$ cat src/rtl/uart_pkg.sv
// Shared UART definitions: bit timing default, ASCII control codes,
// bit-receiver state encoding and hex-decode helpers.
package uart_pkg;

  localparam int         BAUD_DIV_DEFAULT = 218;
  localparam logic [7:0] ASCII_LF         = 8'h0A;
  localparam logic [7:0] ASCII_CR         = 8'h0D;

  typedef enum logic [2:0] {
    RX_IDLE,
    RX_START,
    RX_DATA,
    RX_STOP,
    RX_WAIT_HIGH
  } rx_state_t;

  // One entry of the output byte stream.
  typedef struct packed {
    logic [7:0] data;
    logic       last;
  } beat_t;

  // True for 0-9, A-F, a-f.
  function automatic logic is_hex(input logic [7:0] c);
    return ((c >= 8'h30) && (c <= 8'h39)) ||
           ((c >= 8'h41) && (c <= 8'h46)) ||
           ((c >= 8'h61) && (c <= 8'h66));
  endfunction

  // Nibble value of a character already known to be hex. Letters have
  // bit 6 set and their low nibble runs 1..6, so add 9 to reach A..F.
  function automatic logic [3:0] hex_val(input logic [7:0] c);
    return c[6] ? (c[3:0] + 4'd9) : c[3:0];
  endfunction

endpackage

$ cat src/rtl/uart_rx_byte.sv
// 8N1 character receiver: 2-flop synchroniser, falling-edge start detect,
// mid-bit sampling. Emits one strobe per good character and a framing
// error strobe when the stop bit is sampled low. BAUD_DIV must be >= 16.
module uart_rx_byte
  import uart_pkg::*;
#(
  parameter int BAUD_DIV = BAUD_DIV_DEFAULT
) (
  input  logic       clk_50,
  input  logic       reset,
  input  logic       uart_rx,
  output logic [7:0] rx_data,
  output logic       rx_strobe,
  output logic       rx_framing_err
);

  localparam int             CW   = $clog2(BAUD_DIV);
  localparam logic [CW-1:0]  FULL = CW'(BAUD_DIV - 1);
  localparam logic [CW-1:0]  HALF = CW'(BAUD_DIV / 2 - 1);

  logic [1:0]    sync_q;
  logic [1:0]    sync_vld;
  logic          line_q;
  logic          armed_q;
  logic          rx_s;
  logic          fall;

  rx_state_t     state_q, state_nxt;
  logic [CW-1:0] cnt_q, cnt_nxt;
  logic [2:0]    bit_q, bit_nxt;
  logic [7:0]    shift_q, shift_nxt;
  logic [7:0]    data_q, data_nxt;
  logic          strobe_q, strobe_nxt;
  logic          ferr_q, ferr_nxt;

  assign rx_s = sync_q[1];
  // The synchroniser resets to idle-high, so a line that is already low
  // when reset releases would look like a start edge. Edges only count
  // once the line has been genuinely seen high after reset.
  assign fall = armed_q & line_q & ~rx_s;

  // Synchroniser, previous-sample register and post-reset arming.
  always_ff @(posedge clk_50) begin
    if (reset) begin
      sync_q   <= 2'b11;
      sync_vld <= 2'b00;
      line_q   <= 1'b1;
      armed_q  <= 1'b0;
    end else begin
      sync_q   <= {sync_q[0], uart_rx};
      sync_vld <= {sync_vld[0], 1'b1};
      line_q   <= rx_s;
      if (sync_vld[1] && rx_s) armed_q <= 1'b1;
    end
  end

  // Receiver state and datapath registers.
  always_ff @(posedge clk_50) begin
    if (reset) begin
      state_q  <= RX_IDLE;
      cnt_q    <= '0;
      bit_q    <= '0;
      shift_q  <= '0;
      data_q   <= '0;
      strobe_q <= 1'b0;
      ferr_q   <= 1'b0;
    end else begin
      state_q  <= state_nxt;
      cnt_q    <= cnt_nxt;
      bit_q    <= bit_nxt;
      shift_q  <= shift_nxt;
      data_q   <= data_nxt;
      strobe_q <= strobe_nxt;
      ferr_q   <= ferr_nxt;
    end
  end

  // Next-state: count down to each sample point, sample, reload.
  always_comb begin
    state_nxt  = state_q;
    cnt_nxt    = cnt_q;
    bit_nxt    = bit_q;
    shift_nxt  = shift_q;
    data_nxt   = data_q;
    strobe_nxt = 1'b0;
    ferr_nxt   = 1'b0;
    case (state_q)
      RX_IDLE: begin
        if (fall) begin
          cnt_nxt   = HALF;
          state_nxt = RX_START;
        end
      end
      RX_START: begin
        if (cnt_q == '0) begin
          if (rx_s) begin
            state_nxt = RX_IDLE;          // glitch, not a start bit
          end else begin
            cnt_nxt   = FULL;
            bit_nxt   = '0;
            state_nxt = RX_DATA;
          end
        end else begin
          cnt_nxt = cnt_q - CW'(1);
        end
      end
      RX_DATA: begin
        if (cnt_q == '0) begin
          shift_nxt = {rx_s, shift_q[7:1]};  // LSB arrives first
          cnt_nxt   = FULL;
          bit_nxt   = bit_q + 3'd1;
          if (bit_q == 3'd7) state_nxt = RX_STOP;
        end else begin
          cnt_nxt = cnt_q - CW'(1);
        end
      end
      RX_STOP: begin
        if (cnt_q == '0) begin
          if (rx_s) begin
            data_nxt   = shift_q;
            strobe_nxt = 1'b1;
            state_nxt  = RX_IDLE;
          end else begin
            ferr_nxt   = 1'b1;
            state_nxt  = RX_WAIT_HIGH;  // avoid restarting mid-break
          end
        end else begin
          cnt_nxt = cnt_q - CW'(1);
        end
      end
      RX_WAIT_HIGH: begin
        if (rx_s) state_nxt = RX_IDLE;
      end
      default: state_nxt = RX_IDLE;
    endcase
  end

  assign rx_data        = data_q;
  assign rx_strobe      = strobe_q;
  assign rx_framing_err = ferr_q;

endmodule

$ cat src/rtl/uart_hex_rx.sv
// Hex-line receiver: turns ASCII hex pairs on the debug UART into a
// valid/ready byte stream. Each byte is held back one slot so the line
// feed can tag the final byte with last.
module uart_hex_rx
  import uart_pkg::*;
#(
  parameter int BAUD_DIV = BAUD_DIV_DEFAULT
) (
  input  logic       clk_50,
  input  logic       reset,
  input  logic       uart_rx,
  output logic [7:0] out_data,
  output logic       out_valid,
  output logic       out_last,
  input  logic       out_ready,
  output logic       err_framing,
  output logic       err_hex,
  output logic       overflow
);

  logic [7:0] rx_data;
  logic       rx_strobe;
  logic       rx_framing_err;

  uart_rx_byte #(.BAUD_DIV(BAUD_DIV)) u_rx (
    .clk_50         (clk_50),
    .reset          (reset),
    .uart_rx        (uart_rx),
    .rx_data        (rx_data),
    .rx_strobe      (rx_strobe),
    .rx_framing_err (rx_framing_err)
  );

  // Decode state: half-assembled nibble and the held-back byte.
  logic [3:0] nib_q, nib_nxt;
  logic       have_nib_q, have_nib_nxt;
  logic [7:0] pend_q, pend_nxt;
  logic       pend_vld_q, pend_vld_nxt;
  logic       push;
  beat_t      push_beat;
  logic       hex_err;

  // Output register.
  beat_t      out_q;
  logic       out_vld_q;
  logic       err_hex_q;
  logic       ovf_q;
  logic       accept;

  assign accept = out_vld_q & out_ready;

  // Character decode: nibble assembly, pending-byte handoff, line end.
  always_comb begin
    nib_nxt      = nib_q;
    have_nib_nxt = have_nib_q;
    pend_nxt     = pend_q;
    pend_vld_nxt = pend_vld_q;
    push         = 1'b0;
    push_beat    = '0;
    hex_err      = 1'b0;
    if (rx_strobe) begin
      if (is_hex(rx_data)) begin
        if (have_nib_q) begin
          // Byte complete: the older pending byte is now known not-last.
          push           = pend_vld_q;
          push_beat.data = pend_q;
          push_beat.last = 1'b0;
          pend_nxt       = {nib_q, hex_val(rx_data)};
          pend_vld_nxt   = 1'b1;
          have_nib_nxt   = 1'b0;
        end else begin
          nib_nxt      = hex_val(rx_data);
          have_nib_nxt = 1'b1;
        end
      end else if (rx_data == ASCII_LF) begin
        hex_err        = have_nib_q;     // odd nibble count on the line
        have_nib_nxt   = 1'b0;
        push           = pend_vld_q;
        push_beat.data = pend_q;
        push_beat.last = 1'b1;
        pend_vld_nxt   = 1'b0;
      end else if (rx_data != ASCII_CR) begin
        hex_err      = 1'b1;
        have_nib_nxt = 1'b0;
      end
    end
  end

  // Decode registers.
  always_ff @(posedge clk_50) begin
    if (reset) begin
      nib_q      <= '0;
      have_nib_q <= 1'b0;
      pend_q     <= '0;
      pend_vld_q <= 1'b0;
    end else begin
      nib_q      <= nib_nxt;
      have_nib_q <= have_nib_nxt;
      pend_q     <= pend_nxt;
      pend_vld_q <= pend_vld_nxt;
    end
  end

  // Single-entry output register; a push into a stalled entry is dropped.
  always_ff @(posedge clk_50) begin
    if (reset) begin
      out_q     <= '0;
      out_vld_q <= 1'b0;
      err_hex_q <= 1'b0;
      ovf_q     <= 1'b0;
    end else begin
      err_hex_q <= hex_err;
      ovf_q     <= 1'b0;
      if (push) begin
        if (out_vld_q && !out_ready) begin
          ovf_q <= 1'b1;
        end else begin
          out_q     <= push_beat;
          out_vld_q <= 1'b1;
        end
      end else if (accept) begin
        out_vld_q <= 1'b0;
      end
    end
  end

  assign out_data    = out_q.data;
  assign out_last    = out_q.last;
  assign out_valid   = out_vld_q;
  assign err_hex     = err_hex_q;
  assign overflow    = ovf_q;
  assign err_framing = rx_framing_err;

endmodule

$ cat config.mk
export PLATFORM = sky130hd
export DESIGN_NAME = uart_hex_rx
export DESIGN_NICKNAME = d
export VERILOG_FILES = /design/src/rtl/uart_pkg.sv /design/src/rtl/uart_rx_byte.sv /design/src/rtl/uart_hex_rx.sv
export SDC_FILE = /design/constraint.sdc
export NUM_CORES = 1
export LEC_CHECK = 0
export ABC_AREA = 1
export CORE_MARGIN = 4
export CORE_UTILIZATION = 58
export CTS_CLUSTER_SIZE = 20
export DETAILED_ROUTE_END_ITERATION = 10
export HOLD_SLACK_MARGIN = 0.08
export PLACE_DENSITY_LB_ADDON = 0.15
export SKIP_LAST_GASP = 1
export SLEW_MARGIN = 20
export SYNTH_ARGS = -nofsm -noshare
export SYNTH_HDL_FRONTEND = slang
export SYNTH_SLANG_ARGS = --single-unit
$ cat constraint.sdc
create_clock -name clk_50 -period 2.2 [get_ports clk_50]
set_input_delay 0.22 -clock clk_50 [delete_from_list [all_inputs] [get_ports clk_50]]
set_output_delay 0.22 -clock clk_50 [all_outputs]
set_load 0.05 [all_outputs]
==> impl_results.md, run 1 <==
* Post-Syn Instances at 380
* HP Class: reg -> reg
* Initial drt markers at 106
* Routed vias/inst at 4.979
* Die Width at 77.70 um
* Worst Skew at 0.006526 ns
* Die ar. at 6037 sq um
* First-pass DRT Iterations at 4
* Vias in the first global route at 2,251
* Time the worst path needs with I/O delays and setup at 1.924 ns
* Tot GR Track Use at 20.65%
* Initial antenna violation count at 0
* Final slew viol count at 0
* Ports at 17
* Routed WL at ~5500 um
* Fmax at 0.5199 GHz
* NumNets Final at 414
* Most used cell, CP: inv_1
* Via count at 2,365
* CP Class: reg -> reg
* Worst-path clk slew at 0.07 ns
* Clk Latency, worst-skew pair at 0.35 ns
* Register area share after synthesis at 45.47%
* WP data required at around 2.4 ns
* Largest net degree at the start of global routing at 40
* Hold_buf cts at 0
* CP max FO at 17
* FF-to-FF setup slack at 0.28 ns
* Setup crit start kind: flip-flop
* Critical-path top delay cell: dfxtp_1
* Worst VDD drop at ~0.64 mV
* CP delay by family, top: simple AND/OR/NAND/NOR gates
* Slew at the pin closest to its max-slew limit at 0.5127 ns
* GPL Wtd Cong at 0.8510
* Final Instance Area at 3302 sq um
* RSZ-0062 raised after global routing: no
* Final Hold Fails at 0
* Critical path, cell by cell: inv_1 > ha_1 > inv_1 > nor2_1 > nand2_1 > nand3_1 > nand2_2 > nand2_1 > inv_1 > nand3_2 > o21ai_0 > a21oi_1
* Synth area leaders: dfxtp_1 (45%), nor2_1 (8.5%), nand2_1 (8.0%)
* Status: finished, final reports clean
* First-pass GRT wire length at 9784 um
* Die Height at 77.70 um
* Library cells used by synthesis at 31
* Antenna viol nets, final at 0
* DRC Markers at 0
* Synth Warn # at 0
* Global route overflow at 0
* Starting Density at between 50 and 60%
* Cell Pwr Density at 1005 nW/um^2
* DR WL/cell at around 12 um
* Leakage at 1.452 nW
* Post-Syn Area at 2818 sq um
* ANT cells at 0
* Top-area cell type share of the netlist area at between 40% and 50%
* Post-Syn Nets at just under 400
* Clk sink count at 64
* Worst path bufs/invs at 3
* Largest stage delay, worst path at ~0.42 ns
* Final setup TNS at 0 ns
* Yosys reg bits at 64
* Critical Path AT at around 2.2 ns
* CP Capture Type: flip-flop
* Postcts setup bufs at 0
* Pwr Total at 3.318 mW
* H-tree levels at 3
* Headroom to the max-slew limit at 65.72%
* Tcrit/Tclk final at 87.43%
* CTS tree: yes
* Synth-to-layout area growth at 17.18%
* PostCTS Resize Cnt at 0
* Port-buffer cells at 16
* Detail Placement HPWL at 3615 um
* CTS Root Cell: clkbuf_8
* Fill cells at 411
* Final core occ at 69.91%
* CTS max path bufs at 2
* Total of max-cap violations at 0
* Leading area contributor after synthesis: dfxtp_1
* Proportion of layout cells with a drive suffix above 1 at about a tenth
* Placed Area at 3048 sq um
* Hold_ws at 0.4155 ns
* Syn Area/Cell at 7.415 sq um
* TritonCTS Buffers at 9
* Row cnt at 25
* Setup violators final at 0
* Core Box Area at 4723 sq um
[power by group]
group          switching [mW]  internal, mW  total [mW]
clock network           0.454         0.812        1.27
logic                   0.454         0.244       0.698
registers              0.0822          1.27        1.35
total                   0.990          2.33        3.32
[registers in the layout (all words and copies together), names as in the netlist, 2 cells and up]
name           flops
nib_q              4
out_data           8
pend_q             8
u_rx.bit_q         3
u_rx.cnt_q         8
u_rx.rx_data       8
u_rx.shift_q       8
u_rx.state_q       3
u_rx.sync_q        2
u_rx.sync_vld      2
[layout make-up]
class | instances | area (sq um) | area share (%)
Multi-Input combinational cell | 251 | 1265 | 38.31
Tap cell | 67 | 83.83 | 2.539
Clock buffer | 11 | 151.4 | 4.585
Timing Repair Buffer | 23 | 212.7 | 6.442
Sequential cell | 64 | 1281 | 38.80
Clock inverter | 5 | 102.6 | 3.107
Inverter | 54 | 205.2 | 6.214
[synthesized netlist by cell type]
cell type	number
buf_4	2
nor2_2	5
o211a_1	1
nand3b_4	1
nor3_4	1
a211oi_1	1
nor3b_1	1
nor2_1	64
o21bai_1	3
ha_1	7
nand2_2	4
nor4_1	1
nand3_1	12
buf_6	2
inv_1	51
clkbuf_1	4
nor3_1	3
o21ai_0	34
or2_2	2
nand4_1	3
inv_2	2
buf_2	2
dfxtp_1	64
nand4_4	1
xor2_1	6
nand3_2	2
o21ai_1	1
buf_1	1
inv_4	1
a21oi_1	38
nand2_1	60
[path summary, 6_finish.rpt]
path                                 from  depth (start not counted)                          end
max          u_rx.rx_data[0]$_SDFFE_PP0P_                         12       pend_q[1]$_SDFFE_PP0P_
max reg2reg  u_rx.rx_data[0]$_SDFFE_PP0P_                         12       pend_q[1]$_SDFFE_PP0P_
min              u_rx.sync_vld[0]$_DFF_P_                          2  u_rx.sync_vld[1]$_SDFF_PP0_
min reg2reg      u_rx.sync_vld[0]$_DFF_P_                          2  u_rx.sync_vld[1]$_SDFF_PP0_
[per-layer routing]
| metal | track usage [%] | wire length [um] |
|---|---|---|
| met3 | 7.193 | 257 |
| met4 | 9.075 | 138 |
| met1 | 25.75 | 2576 |
| met5 | 0 | 0 |
| met2 | 32.11 | 2521 |
[stage by stage]
stage / std cells / setup slack, ns
final: 475 / 0.2765
after global routing: 475 / 0.009038
after CTS: 475 / 0.2521
after detailed placement: 459 / 0.3126
after global placement: 459 / 0.3933
after floorplan: 380 / 0.5118
[cells in the final DEF (no fill, tap or decap), types with 3 or more instances in the layout]
cell,instances
a21oi_1,38
buf_4,7
bufinv_16,3
clkbuf_8,11
clkdlybuf4s50_1,16
dfxtp_1,64
ha_1,7
inv_1,51
nand2_1,60
nand2_2,4
nand3_1,12
nand4_1,3
nor2_1,64
nor2_2,5
nor3_1,3
o21ai_0,34
o21bai_1,3
xor2_1,6
[tightest hold or removal path, delay by kind of cell (launching register included)]
kind	cells	cell delay [ns]
and+or+nand+nor	1	0.03
buffers and inverters	1	0.04
DFF	1	0.30
[cell families after synthesis]
kind of cell	after synthesis	synth area share, %
adders and majority gates	7	3.108
and+or+nand+nor	160	25.53
AOI/OAI and AO/OA	78	14.39
xor gates and xnor gates	6	1.865
DFF	64	45.47
buffers and inverters	65	9.636
No activity file was read; power rests on OpenSTA's default activity.
==> run 2, diff against run 1 <==
--- a/config.mk
+++ b/config.mk
@@ -7,13 +7,14 @@
 export LEC_CHECK = 0
 export ABC_AREA = 1
 export CORE_MARGIN = 4
-export CORE_UTILIZATION = 58
+export CORE_UTILIZATION = 59
 export CTS_CLUSTER_SIZE = 20
 export DETAILED_ROUTE_END_ITERATION = 10
-export HOLD_SLACK_MARGIN = 0.08
+export HOLD_SLACK_MARGIN = 0.05
 export PLACE_DENSITY_LB_ADDON = 0.15
 export SKIP_LAST_GASP = 1
 export SLEW_MARGIN = 20
 export SYNTH_ARGS = -nofsm -noshare
 export SYNTH_HDL_FRONTEND = slang
+export SYNTH_HIERARCHICAL = 1
 export SYNTH_SLANG_ARGS = --single-unit
==> impl_results.md, run 2 <==
* Status: finished, final reports clean
* Final Hold Fails at 0
* Ys flop type: dfxtp_1
* Pwr Total at ~2.3 mW
* FF-to-FF setup slack at roughly 0.35 ns
* Async SR Flop Fraction at 0%
* Leakage at about 1.5 nW
* Detail Placement HPWL at 4201 um
* H-tree levels at 3
* Initial drt markers at 201
* Switching share of power at 23.31%
* Port-buffer cells at 16
* DRC Markers at 0
* Most common cell after layout, fill and taps aside: nand2_1
* Global routing's busiest layer: met2
* Top-area cell type share of the netlist area at 42.00%
* CP Capture Type: flip-flop
* Clk sink count at 64
* Global route overflow at 0
* HP Class: reg -> reg
* CTS max path bufs at 2
* Leading area contributor after synthesis: dfxtp_1
* GR Util met3 at 6.321%
* Critical Path Sink: nib_q[0]$_SDFFE_PP0P_
* Post-Syn Instances at 404
* Slew at the pin closest to its max-slew limit at 0.6081 ns
* Most frequent cells in the layout: nand2_1 (65), dfxtp_1 (64), nor2_1 (61), inv_1 (47), nand3_1 (29)
* Synth Warn # at 6
* Time the worst path needs with I/O delays and setup at 1.849 ns
* Antenna viol nets, final at 0
* Yosys reg bits at 64
* Final cell count without fillers at 495
* Worst-path clk slew at 0.07 ns
* Register area share after synthesis at between 40 and 50%
* TritonCTS Buffers at 9
* Placed Cells at 479
* Clock network fraction of design power at 43.3%
* FF-to-FF Start: u_rx/rx_data[0]$_SDFFE_PP0P_
* Post-Syn Area at just over 3000 sq um
* Reg-to-Reg End: nib_q[0]$_SDFFE_PP0P_
* Tot GR Track Use at between 20% and 30%
* Via count at approximately 2,500
* PostCTS Resize Cnt at 0
* Count leader, synth: nand2_1
* Synth area leaders: dfxtp_1 (42%), nand2_1 (8.0%), nor2_1 (7.5%)
* Library cells used by synthesis at 36
* DR WL/cell at roughly 12 um
* Final Instance Area at 3436 sq um
* Critical Path AT at 2.07 ns
* Cell Pwr Density at 667.8 nW/um^2
* Most common library cells after synthesis: nand2_1 (65), dfxtp_1 (64), nor2_1 (61), inv_1 (47), nand3_1 (29)
* GPL Wtd Cong at 0.8481
* NumNets Final at 435
* Core Box Area at 4880 sq um
* Initial antenna violation count at 0
* Ports at 17
* Reg power frac at 51.3%
* WP data required at between 2 and 2.5 ns
* Area of the multi-input gates at 1475 sq um
* ANT cells at 0
* Postcts setup bufs at 0
* Placed Area at around 3200 sq um
* Worst VDD drop at roughly 0.54 mV
* Proportion of layout cells with a drive suffix above 1 at 16.12%
* Tcrit/Tclk final at between 80 and 90%
* Routed WL at 5804 um
* Internal at between 1.5 and 2 mW
* Fmax at 0.5407 GHz
* Row cnt at 25
* Routed vias/inst at 5.079
* Largest net degree at the start of global routing at 32
* CTS tree: yes
* Starting Density at 62.51%
* Combinational share of power at 5.4%
* Die Height at between 70 and 80 um
* Setup violators final at 0
* Final slew viol count at 0
* Vias in the first global route at 2,408
* Final setup TNS at 0 ns
* Worst Skew at 0.005919 ns
* Sw Pwr at 0.5348 mW
* Hold_buf cts at 0
* Clk Latency, worst-skew pair at 0.34 ns
* Die Width at about 80 um
* Setup crit start kind: flip-flop
* CP Class: reg -> reg
* CP max FO at 8
* Register-to-Register Path Depth at 11
* First-pass GRT wire length at around 11,000 um
* FF/Latch Area at 1281 sq um
* Total of max-cap violations at 0
* Number of synthesized flops with an enable pin at 0
* CTS Root Cell: clkbuf_8
* First-pass DRT Iterations at 6
* Post-Syn Nets at around 420
* Die ar. at between 6000 and 7000 sq um
* Worst setup path start: u_rx/rx_data[0]$_SDFFE_PP0P_
* Headroom to the max-slew limit at 59.42%
* RSZ-0062 raised after global routing: no
* GR Util met1 at around 27%
* Fill cells at 420
* Synth-to-layout area growth at 12.63%
* Met2 usage at around 33%
* Syn Area/Cell at 7.551 sq um
## run 2: cell count changes in the layout (fill, tap and decap cells not counted), sizes merged, moves of 2 or more
cell / before / now
a21oi: 38 / 36
buf: 7 / 3
bufinv: 3 / 1
clkinv: 1 / 5
nand2: 64 / 81
nand3: 14 / 32
nand4: 4 / 8
nor3: 4 / 1
o21ai: 35 / 28
o21bai: 3 / 1
xor2: 6 / 3
## run 2: cells by family (layout without fill, tap and decap cells)
| logic type | Yosys count | after routing | synth area share [%] |
|---|---|---|---|
| and+or+nand+nor | 193 | 193 | 30.97 |
| buffers and inverters | 68 | 92 | 9.639 |
| DFF | 64 | 64 | 42.00 |
| AOI/OAI and AO/OA | 68 | 68 | 13.25 |
| adders and majority gates | 8 | 8 | 3.282 |
| xor gates and xnor gates | 3 | 3 | 0.8615 |
## run 2: per-layer routing
layer  share of wire, %  vias up
li1                   -     1323
met1                 48     1119
met2                 45       57
met3                5.1       15
met4                1.8        0
met5                  0        -
## run 2: how the worst min path moves through the flow
stage                              from                           to  slack (ns)  depth (start not counted)
2_1_floorplan                     reset   u_rx/cnt_q[7]$_SDFFE_PP0P_        0.28                          1
3_3_place_gp   u_rx/sync_vld[0]$_DFF_P_  u_rx/sync_vld[1]$_SDFF_PP0_        0.39                          2
3_5_place_dp   u_rx/sync_vld[0]$_DFF_P_  u_rx/sync_vld[1]$_SDFF_PP0_        0.40                          2
4_1_cts        u_rx/sync_vld[0]$_DFF_P_  u_rx/sync_vld[1]$_SDFF_PP0_        0.40                          2
5_1_grt        u_rx/sync_vld[0]$_DFF_P_  u_rx/sync_vld[1]$_SDFF_PP0_        0.42                          2
6_report       u_rx/sync_vld[0]$_DFF_P_  u_rx/sync_vld[1]$_SDFF_PP0_        0.40                          2
## run 2: cell type report
type                    count  share of cell area (%)
inverters                  57                   6.264
multi-input cells         272                   42.93
repair buffers             19                   5.317
flip-flops and latches     64                   37.29
clock inverters             5                   1.639
clock buffers              11                   4.115
well taps                  67                   2.440
## run 2: power by group through the flow
stage                     logic [mW]  registers [mW]  clock network (mW)
final                          0.123            1.18               0.994
after global placement         0.122            1.20                   0
after floorplan               0.0972            1.20                   0
after global routing           0.137            1.18                1.07
after CTS                      0.124            1.18                1.03
after detailed placement       0.123            1.20                   0
## run 2: stage by stage
| step | setup WS, ns | utilization [%] | hold slack (ns) |
|---|---|---|---|
| 6_report | 0.3506 | 70.41 | 0.4039 |
| 5_1_grt | 0.09078 | 70.41 | 0.4176 |
| 4_1_cts | 0.3542 | 70.41 | 0.4023 |
| 3_5_place_dp | 0.3581 | 66.36 | 0.3988 |
| 3_3_place_gp | 0.4270 | 66.36 | 0.3899 |
| 2_1_floorplan | 0.5428 | - | 0.2824 |
## run 2: worst max-delay path, cell delays in order, from the launching register on
cell,delay [ns]
dfxtp_1,0.43
inv_1,0.10
ha_1,0.22
nor2_1,0.09
nor2_1,0.04
nand2_1,0.10
nand4_2,0.13
inv_1,0.19
buf_4,0.18
nand2_1,0.12
nand2_1,0.09
a21oi_1,0.06
==> run 3, diff against run 2 <==
--- a/config.mk
+++ b/config.mk
@@ -7,7 +7,7 @@
 export LEC_CHECK = 0
 export ABC_AREA = 1
 export CORE_MARGIN = 4
-export CORE_UTILIZATION = 59
+export CORE_UTILIZATION = 53
 export CTS_CLUSTER_SIZE = 20
 export DETAILED_ROUTE_END_ITERATION = 10
 export HOLD_SLACK_MARGIN = 0.05
==> constraint.sdc (replaced) <==
create_clock -name clk_50 -period 1.6 [get_ports clk_50]
set_input_delay 0.16 -clock clk_50 [delete_from_list [all_inputs] [get_ports clk_50]]
set_output_delay 0.16 -clock clk_50 [all_outputs]
set_load 0.05 [all_outputs]
==> impl_results.md, run 3 (same netlist as run 2, synthesis figures left out) <==
* RSZ-0062 raised after global routing: yes
* Core Box Area at between 5000 and 6000 sq um
* First-pass DRT Iterations at 4
* Port-buffer cells at 16
* Leakage at ~1.6 nW
* Met2 usage at 30.01%
* Final setup TNS at 0 ns
* Fmax at around 0.63 GHz
* Setup crit start kind: flip-flop
* Largest stage delay, worst path at 0.37 ns
* CP Capture Type: flip-flop
* Initial drt markers at between 100 and 150
* CTS tree: yes
* Setup violators final at 0
* Tot GR Track Use at 18.34%
* ANT cells at 0
* Slew at the pin closest to its max-slew limit at 0.3872 ns
* Worst VDD drop at around 0.73 mV
* Most used cell, CP: nand2_2
* Final slew viol count at 0
* CP Class: reg -> reg
* Fill cells at ~500
* Vias in the first global route at 2,344
* Die ar. at roughly 7000 sq um
* Clk sink count at 64
* Antenna viol nets, final at 0
* Most common cell after layout, fill and taps aside: dfxtp_1
* DR WL/cell at 12.02 um
* Final Hold Fails at 0
* Worst path bufs/invs at 1
* TritonCTS Buffers at 9
* CTS Root Cell: clkbuf_8
* Headroom to the max-slew limit at 74.15%
* Critical path, cell by cell: inv_2 > ha_4 > nor2_4 > nor2_2 > nand2_2 > nand4_4 > nand2_4 > nand4_4 > nand2_2 > nand2_2 > nor2_2
* Cell Pwr Density at 869.2 nW/um^2
* Status: finished, final reports clean
* Routed vias/inst at 5.043
* Time the worst path needs with I/O delays and setup at between 1.5 and 2 ns
* WP data required at 1.87 ns
* Synth-to-layout area growth at 20.02%
* Starting Density at 55.06%
* Total of max-cap violations at 0
* DRC Markers at 0
* GPL Wtd Cong at a little under 0.9
* Initial antenna violation count at 0
* Global routing's busiest layer: met2
* Row cnt at 27
* HP Class: in -> reg
* NumNets Final at 452
* Final Instance Area at approximately 3700 sq um
* Tcrit/Tclk final at 99.82%
* Critical Path AT at 1.87 ns
* Hold_buf cts at 0
* Die Width at roughly 84 um
* Proportion of layout cells with a drive suffix above 1 at a little over a quarter
* First-pass GRT wire length at 10,650 um
* Critical-path top delay cell: dfxtp_4
* Die Height at 83.87 um
* Ports at 17
* Global route overflow at 0
* Detail Placement HPWL at 4179 um
* GR Util met3 at 3.850%
* GR Util met1 at between 20% and 30%
* Clk Latency, worst-skew pair at 0.33 ns
* Worst-path clk slew at 0.08 ns
* Worst Skew at about 0.0055 ns
* Routed WL at 6216 um
* Largest net degree at the start of global routing at 24
* CP delay by family, top: simple AND/OR/NAND/NOR gates
* Placed Area at about 3300 sq um
* CTS max path bufs at 2
* Most frequent cells in the layout: dfxtp_1 (62), nand2_1 (61), nor2_1 (54), inv_1 (43)
* Via count at between 2,000 and 3,000
* CP max FO at 6
* H-tree levels at 3
run 3: layer usage:
layer	part of all wire [%]	routed length, um
met5	0	0
met2	48	2963
met4	1.4	87
met1	48	2963
met3	3.2	202
run 3: worst register-to-register path, cell delays in order (launching register included):
cell and delay, ns:
dfxtp_4 0.37, inv_2 0.05, ha_4 0.16, nor2_4 0.10
nor2_2 0.04, nand2_2 0.10, nand4_4 0.13, nand2_4 0.17
nand4_4 0.15, nand2_2 0.12, nand2_2 0.05, nor2_2 0.10
run 3: path summary, 6_finish.rpt:
kind                                startpoint                           to  slack [ns]  cells past startpoint
setup / recovery  u_rx/rx_data[1]$_SDFFE_PP0P_     out_data[0]$_SDFFE_PP0P_       0.003                     11
hold / removal                         uart_rx    u_rx/sync_q[0]$_SDFF_PP1_        0.39                      2
setup reg to reg  u_rx/rx_data[1]$_SDFFE_PP0P_     out_data[0]$_SDFFE_PP0P_       0.003                     11
hold reg to reg       u_rx/sync_vld[0]$_DFF_P_  u_rx/sync_vld[1]$_SDFF_PP0_        0.41                      2
run 3: cell type report:
cell class | instances | area (sq um) | share of cell area (%)
Tap cell | 72 | 90.09 | 2.461
Timing Repair Buffer | 33 | 275.3 | 7.519
Inverter | 57 | 217.7 | 5.947
Multi-Input combinational cell | 275 | 1597 | 43.61
Clock buffer | 9 | 123.9 | 3.383
Sequential cell | 64 | 1286 | 35.13
Clock inverter | 7 | 71.32 | 1.948
run 3: where the power goes:
part	total [mW]	switching [mW]	internal, mW	leakage, nW
combinational	0.183	0.119	0.0640	0.957
sequential	1.62	0.0122	1.60	0.518
clock	1.38	0.664	0.719	0.0916
total	3.18	0.796	2.39	1.57
run 3: repair_timing:
item | 4_1_cts | 5_1_grt
buffers inserted | 1 | 2
pin swaps | 1 | 8
cloned | 2 | 1
resized for setup | 4 | 28
setup endpoints to repair | 9 | 41
run 3: metrics by stage:
stage / power, mW / cells / hold slack, ns / utilization, % / setup WS (ns)
floorplan: 1.785 / 404 / 0.2224 / - / 0.003305
global placement: 1.833 / 495 / 0.3923 / 59.73 / -0.01109
detailed placement: 1.833 / 495 / 0.3958 / 59.73 / -0.07938
CTS: 3.208 / 514 / 0.3804 / 64.21 / -0.02208
global route: 3.327 / 517 / 0.3831 / 66.08 / -0.1446
finish: 3.182 / 517 / 0.3885 / 66.08 / 0.002861
==> variant 1 (flow settings as in run 2) <==
Put a register stage on the output `err_framing`, with the module's reset. The value now appears one clock later. The other outputs are not delayed to match.
--- a/src/rtl/uart_hex_rx.sv
+++ b/src/rtl/uart_hex_rx.sv
@@ -130,5 +130,11 @@
   assign err_hex     = err_hex_q;
   assign overflow    = ovf_q;
-  assign err_framing = rx_framing_err;
+  always_ff @(posedge clk_50) begin
+    if (reset) begin
+      err_framing <= '0;
+    end else begin
+      err_framing <= rx_framing_err;
+    end
+  end
 
 endmodule
Check against the original RTL: same outputs for any inputs over 10 cycles, from zero or initial values and one cycle with reset high; that may be too few to reach the edited logic, so the function may still have changed.
==> variant 1 against run 2 <==
Global-route usage decreased by 1.1 points; setup slack got worse by 0.050 ns; cell area increased by 0.91%; utilization decreased by 2.5 points; sequential cell count increased by 1; routed wire length decreased by 1.9%; synthesized area increased by 1.6%; power decreased by 0.17%; maximum frequency decreased by 2.6%.
==> variant 1: results (changes against run 2) <==
[routing]
wl_met3_um = 217  ; was 294 um
wl_per_cell_um = 11.4  ; was 11.7 um
met2RoutedLength_um = 2800  ; was 2600 um
drt-met1-wl_um = 2610  ; was 2810 um
drt-initial-drc-count = 100  ; was 201
num_vias = 2527  ; was 2514
dr.pass1.iters = 4  ; was 6

[placement]
gp_congestion = 0.807  ; was 0.848
hpwl_um = 4110  ; was 4200 um

[worst_setup_path]
path_max_fanout = 14  ; was 8

[final_layout]
drive_gt1_share_pct = 16.2  ; was 16.1%
n_fill_cell = 439  ; was 420
nets = 438  ; was 435

[logic_synthesis]
synth-xor-area-share_pct = 0.847  ; was 0.861%
syn_nets = 421  ; was 416
synthTopCellsByArea = dfxtp_1 42%, nand2_1 8.0%, nor2_1 7.6%, inv_1 5.8%, a21oi_1 4.4%  ; was dfxtp_1 42%, nand2_1 8.0%, nor2_1 7.5%, inv_1 5.8%, nand3_1 4.8%
yosys-top-cells-count = 66 x nand2_1, 65 x dfxtp_1, 63 x nor2_1  ; was 65 x nand2_1, 64 x dfxtp_1, 61 x nor2_1
yosysSeqAreaShare_pct = 42.0  ; about the same
synth_adder_area_share_pct = 3.23  ; was 3.28%
synth-compound-area-share_pct = 12.8  ; was 13.2%

[global_route]
grt_max_degree = 24  ; was 32
grt_pass1_vias = 2425  ; was 2408
gr-usage-all-layers_pct = 20.1  ; was 21.1%
grt_pass1_wl_um = 10400  ; was 10600 um
antenna_found_initial = 0  ; unchanged

[outcome]
status = complete, no violations  ; unchanged

[pwr]
leakage_nw = 1.48  ; about the same
vdd_drop_max_mv = 0.410  ; was 0.545 mV

[sta]
relSlewSlack_pct = 56.5  ; was 59.4%
skew_ns = 0.0133  ; was 0.00592 ns

==> variant 1: layout make-up <==
type	count	area share (%)
Multi-Input combinational cell	275	43.1
Sequential cell	65	37.5
Clock buffer	13	4.29
Tap cell	70	2.53
Clock inverter	3	1.15
Inverter	57	6.32
Timing Repair Buffer	18	5.05
==> variant 1: power breakdown <==
group,switching [mW],leakage (nW),internal [mW],total [mW]
clock,0.419,0.0974,0.552,0.971
sequential,0.00886,0.525,1.19,1.20
combinational,0.0839,0.861,0.0403,0.124
total,0.511,1.48,1.78,2.29
==> variant 1: path summary, 6_finish.rpt <==
| check | startpoint | end | slack [ns] | cells after the start |
|---|---|---|---|---|
| setup / recovery | u_rx/rx_data[0] | pend_q[4] | 0.30 | 9 |
| setup reg to reg | u_rx/rx_data[0] | pend_q[4] | 0.30 | 9 |
| hold reg to reg | u_rx/sync_vld[0] | u_rx/sync_vld[1] | 0.41 | 2 |
| hold / removal | u_rx/sync_vld[0] | u_rx/sync_vld[1] | 0.41 | 2 |
==> variant 1: worst max-delay path, stage by stage, from the launching register on <==
cell and delay [ns]:
dfxtp_1 0.44, inv_1 0.10, ha_1 0.21, o21ai_0 0.07
nand2_1 0.12, nand4_2 0.15, clkinvlp_4 0.22, nand2_1 0.29
nand2_1 0.10, a21oi_1 0.13
==> variant 1: kinds of logic (layout without fill, tap and decap cells) <==
group / Yosys count / in the layout
compound gates: 67 / 67
xor+xnor: 3 / 3
fa+ha+maj: 8 / 8
buf+inv: 69 / 91
flops: 65 / 65
simple gates: 197 / 197
==> variant 1: through the flow <==
stage          instance area [sq um]  cells  hold slack, ns  setup WS (ns)  total power [mW]
3_5_place_dp                    3270    485           0.401          0.220              1.34
5_1_grt                         3470    501           0.440         0.0134              2.38
3_3_place_gp                    3270    485           0.389          0.336              1.34
2_1_floorplan                   3100    409           0.282          0.564              1.32
4_1_cts                         3460    501           0.413          0.202              2.31
6_report                        3470    501           0.411          0.301              2.29
==> variant 1: layer usage <==
layer  global-route usage (%)  up-vias
met5                        0        -
met4                     5.91        0
met3                     5.38        8
met2                     35.1       50
met1                     23.9     1135
li1                         -     1334
==> variant 1: what timing repair did <==
action,4_1_cts,5_1_grt
resized for setup,0,1
endpoints found under the setup margin,0,9
hold buffers,0,0
endpoints found under the hold margin,0,0
==> variant 2 (config.mk and constraints of run 2) <==
Made on the original files. `BAUD_DIV_DEFAULT`: 218 -> 436.
--- a/src/rtl/uart_pkg.sv
+++ b/src/rtl/uart_pkg.sv
@@ -3,5 +3,5 @@
 package uart_pkg;
 
-  localparam int         BAUD_DIV_DEFAULT = 218;
+  localparam int         BAUD_DIV_DEFAULT = 436;
   localparam logic [7:0] ASCII_LF         = 8'h0A;
   localparam logic [7:0] ASCII_CR         = 8'h0D;
Behaviour: same outputs for any inputs over 10 cycles, from zero or initial values and one cycle with reset high; that may be too few to reach the edited logic, so the function may still have changed.
==> variant 2 against run 2 <==
Routed wire length grew 0.24%; maximum frequency grew 1.1%; final cell count grew 1.6%; synthesized cell count grew 1.5%; global-route usage shrank 0.35 points; sequential cell count grew 1; synthesized area grew 0.74%; via count grew 0.91%; utilization shrank 1.8 points; setup slack gained 0.019 ns; cell area grew 1.3%.
Power is not compared: it rests on default switching activity, and its combinational part moved more than twofold at a synthesized area within 25%.
==> variant 2: results (changes against run 2) <==
[outcome]
status = complete, no violations  ; unchanged

[worst_setup_path]
cp.arrival_ns = 2.07  ; about the same
worstSetupPathType = register to register  ; unchanged
worstReg2RegStart = u_rx/rx_data[0]  ; unchanged
path_max_fanout = 18  ; was 8
slowest_delay_ns = 0.43  ; about the same
critical_path.slowest_cell = dfxtp_1  ; unchanged

[routing]
drt-initial-drc-count = 131  ; was 201
viasPerCell = 5.04  ; was 5.08
wl_per_cell_um = 11.6  ; was 11.7 um
dr.pass1.iters = 4  ; was 6

[logic_synthesis]
synthTopCellsByArea = dfxtp_1 42%, nand2_1 8.3%, nor2_1 8.1%, inv_1 5.5%, a21oi_1 5.4%  ; was dfxtp_1 42%, nand2_1 8.0%, nor2_1 7.5%, inv_1 5.8%, nand3_1 4.8%
syn_nets = 422  ; was 416
ys_types = 35  ; was 36
yosysSeqAreaShare_pct = 42.3  ; was 42.0%
yosys-top-cells-count = 68 x nand2_1, 66 x nor2_1, 65 x dfxtp_1  ; was 65 x nand2_1, 64 x dfxtp_1, 61 x nor2_1
async_reset_ff_share_pct = 0  ; unchanged
ys_warn_count = 6  ; unchanged
yosys_most_used_dff = dfxtp_1  ; unchanged

[clock_network]
insertion_delay_ns = 0.35
cts_buffers = 9  ; unchanged
htree_levels = 3  ; unchanged
root_buffer = clkbuf_8  ; unchanged
cts-resized-gates = 0  ; unchanged
cts_post_setup_buffers_inserted = 0  ; unchanged
max-clock-path-buffers = 2  ; unchanged
clk_pin_slew_ns = 0.08

[pwr]
leakage_nw = 1.49
vdd_drop_max_mv = 0.823

[placement]
gp_congestion = 0.852  ; was 0.848
numPortBuffers = 16  ; unchanged
hpwl_um = 4160  ; was 4200 um

[min_path]
hp-class = register to register  ; unchanged
hold_path.startpoint = u_rx/sync_q[0]  ; was u_rx/sync_vld[0]

[global_route]
grt_pass1_wl_um = 10400  ; was 10600 um
antenna_found_initial = 0  ; unchanged
grt_pass1_vias = 2464  ; was 2408
gr-usage-all-layers_pct = 20.8  ; was 21.1%
grt_max_degree = 27  ; was 32

[sta]
worst_pin_slew_ns = 0.503  ; was 0.608 ns
skew_ns = 0.0105  ; was 0.00592 ns

[final_layout]
antenna_cells = 0  ; unchanged
regMostFlops = u_rx/cnt_q
nets = 440  ; was 435
drive_gt1_share_pct = 12.5  ; was 16.1%
largest_register_ffs = 9

==> variant 2: cell types whose count changed in the layout (fill, tap and decap cells not counted), sizes merged, moves of 3 or more <==
| cell | run 2 | this run |
|---|---|---|
| inv | 55 | 51 |
| nand2 | 81 | 78 |
| nand3 | 32 | 36 |
| nor2 | 68 | 76 |
| xor2 | 3 | 6 |
==> variant 2: layout make-up <==
cell class | instances | area (sq um)
fill | 455 | 1600
clock buffer | 9 | 124
clock inverter | 7 | 103
multi-input combinational | 282 | 1490
sequential | 65 | 1300
inverter | 51 | 195
timing repair buffer | 19 | 183
tap | 70 | 87.6
==> variant 2: final timing paths <==
check	endpoint	depth (start not counted)	slack, ns
worst min register to register	u_rx/sync_q[1]	1	0.41
worst max-delay path	out_last	10	0.37
worst max register to register	out_last	10	0.37
worst min-delay path	u_rx/sync_q[1]	1	0.41
==> variant 2: metrics by stage <==
stage               hold WS (ns)  area, sq um  setup slack [ns]  instances
floorplan                  0.324         3070             0.543        410
global placement           0.398         3250             0.472        487
detailed placement         0.398         3250             0.382        487
CTS                        0.407         3480             0.359        503
global route               0.432         3480             0.118        503
finish                     0.405         3480             0.370        503
==> variant 2: kinds of logic (layout without fill, tap and decap cells) <==
kind of cell	Yosys count	in the layout	share of synthesized area (%)
xor+xnor	7	7	2.00
simple gates	200	200	31.4
buf+inv	63	86	9.28
fa+ha+maj	8	8	3.26
compound gates	67	67	11.7
flops	65	65	42.3
==> variant 2: per-layer routing <==
metal	global-route usage, %	vias up	part of all wire (%)
li1	-	1340	-
met1	22.6	1146	43
met2	37.4	40	51
met3	4.60	11	3.6
met4	10.5	0	1.8
met5	0	-	0
==> variant 2: critical path, delay by kind of cell, from the launching register on <==
| family | cells | cell delay (ns) |
|---|---|---|
| DFF | 1 | 0.43 |
| adders and majority gates | 1 | 0.22 |
| buffers and inverters | 1 | 0.10 |
| and+or+nand+nor | 7 | 0.76 |
| AOI/OAI and AO/OA | 1 | 0.21 |
==> variant 2: report_power, final <==
part | switching [mW] | leakage (nW) | internal, mW
Clock | 0.492 | 0.110 | 0.649
Sequential | 0.138 | 0.527 | 1.30
Combinational | 0.890 | 0.857 | 0.482
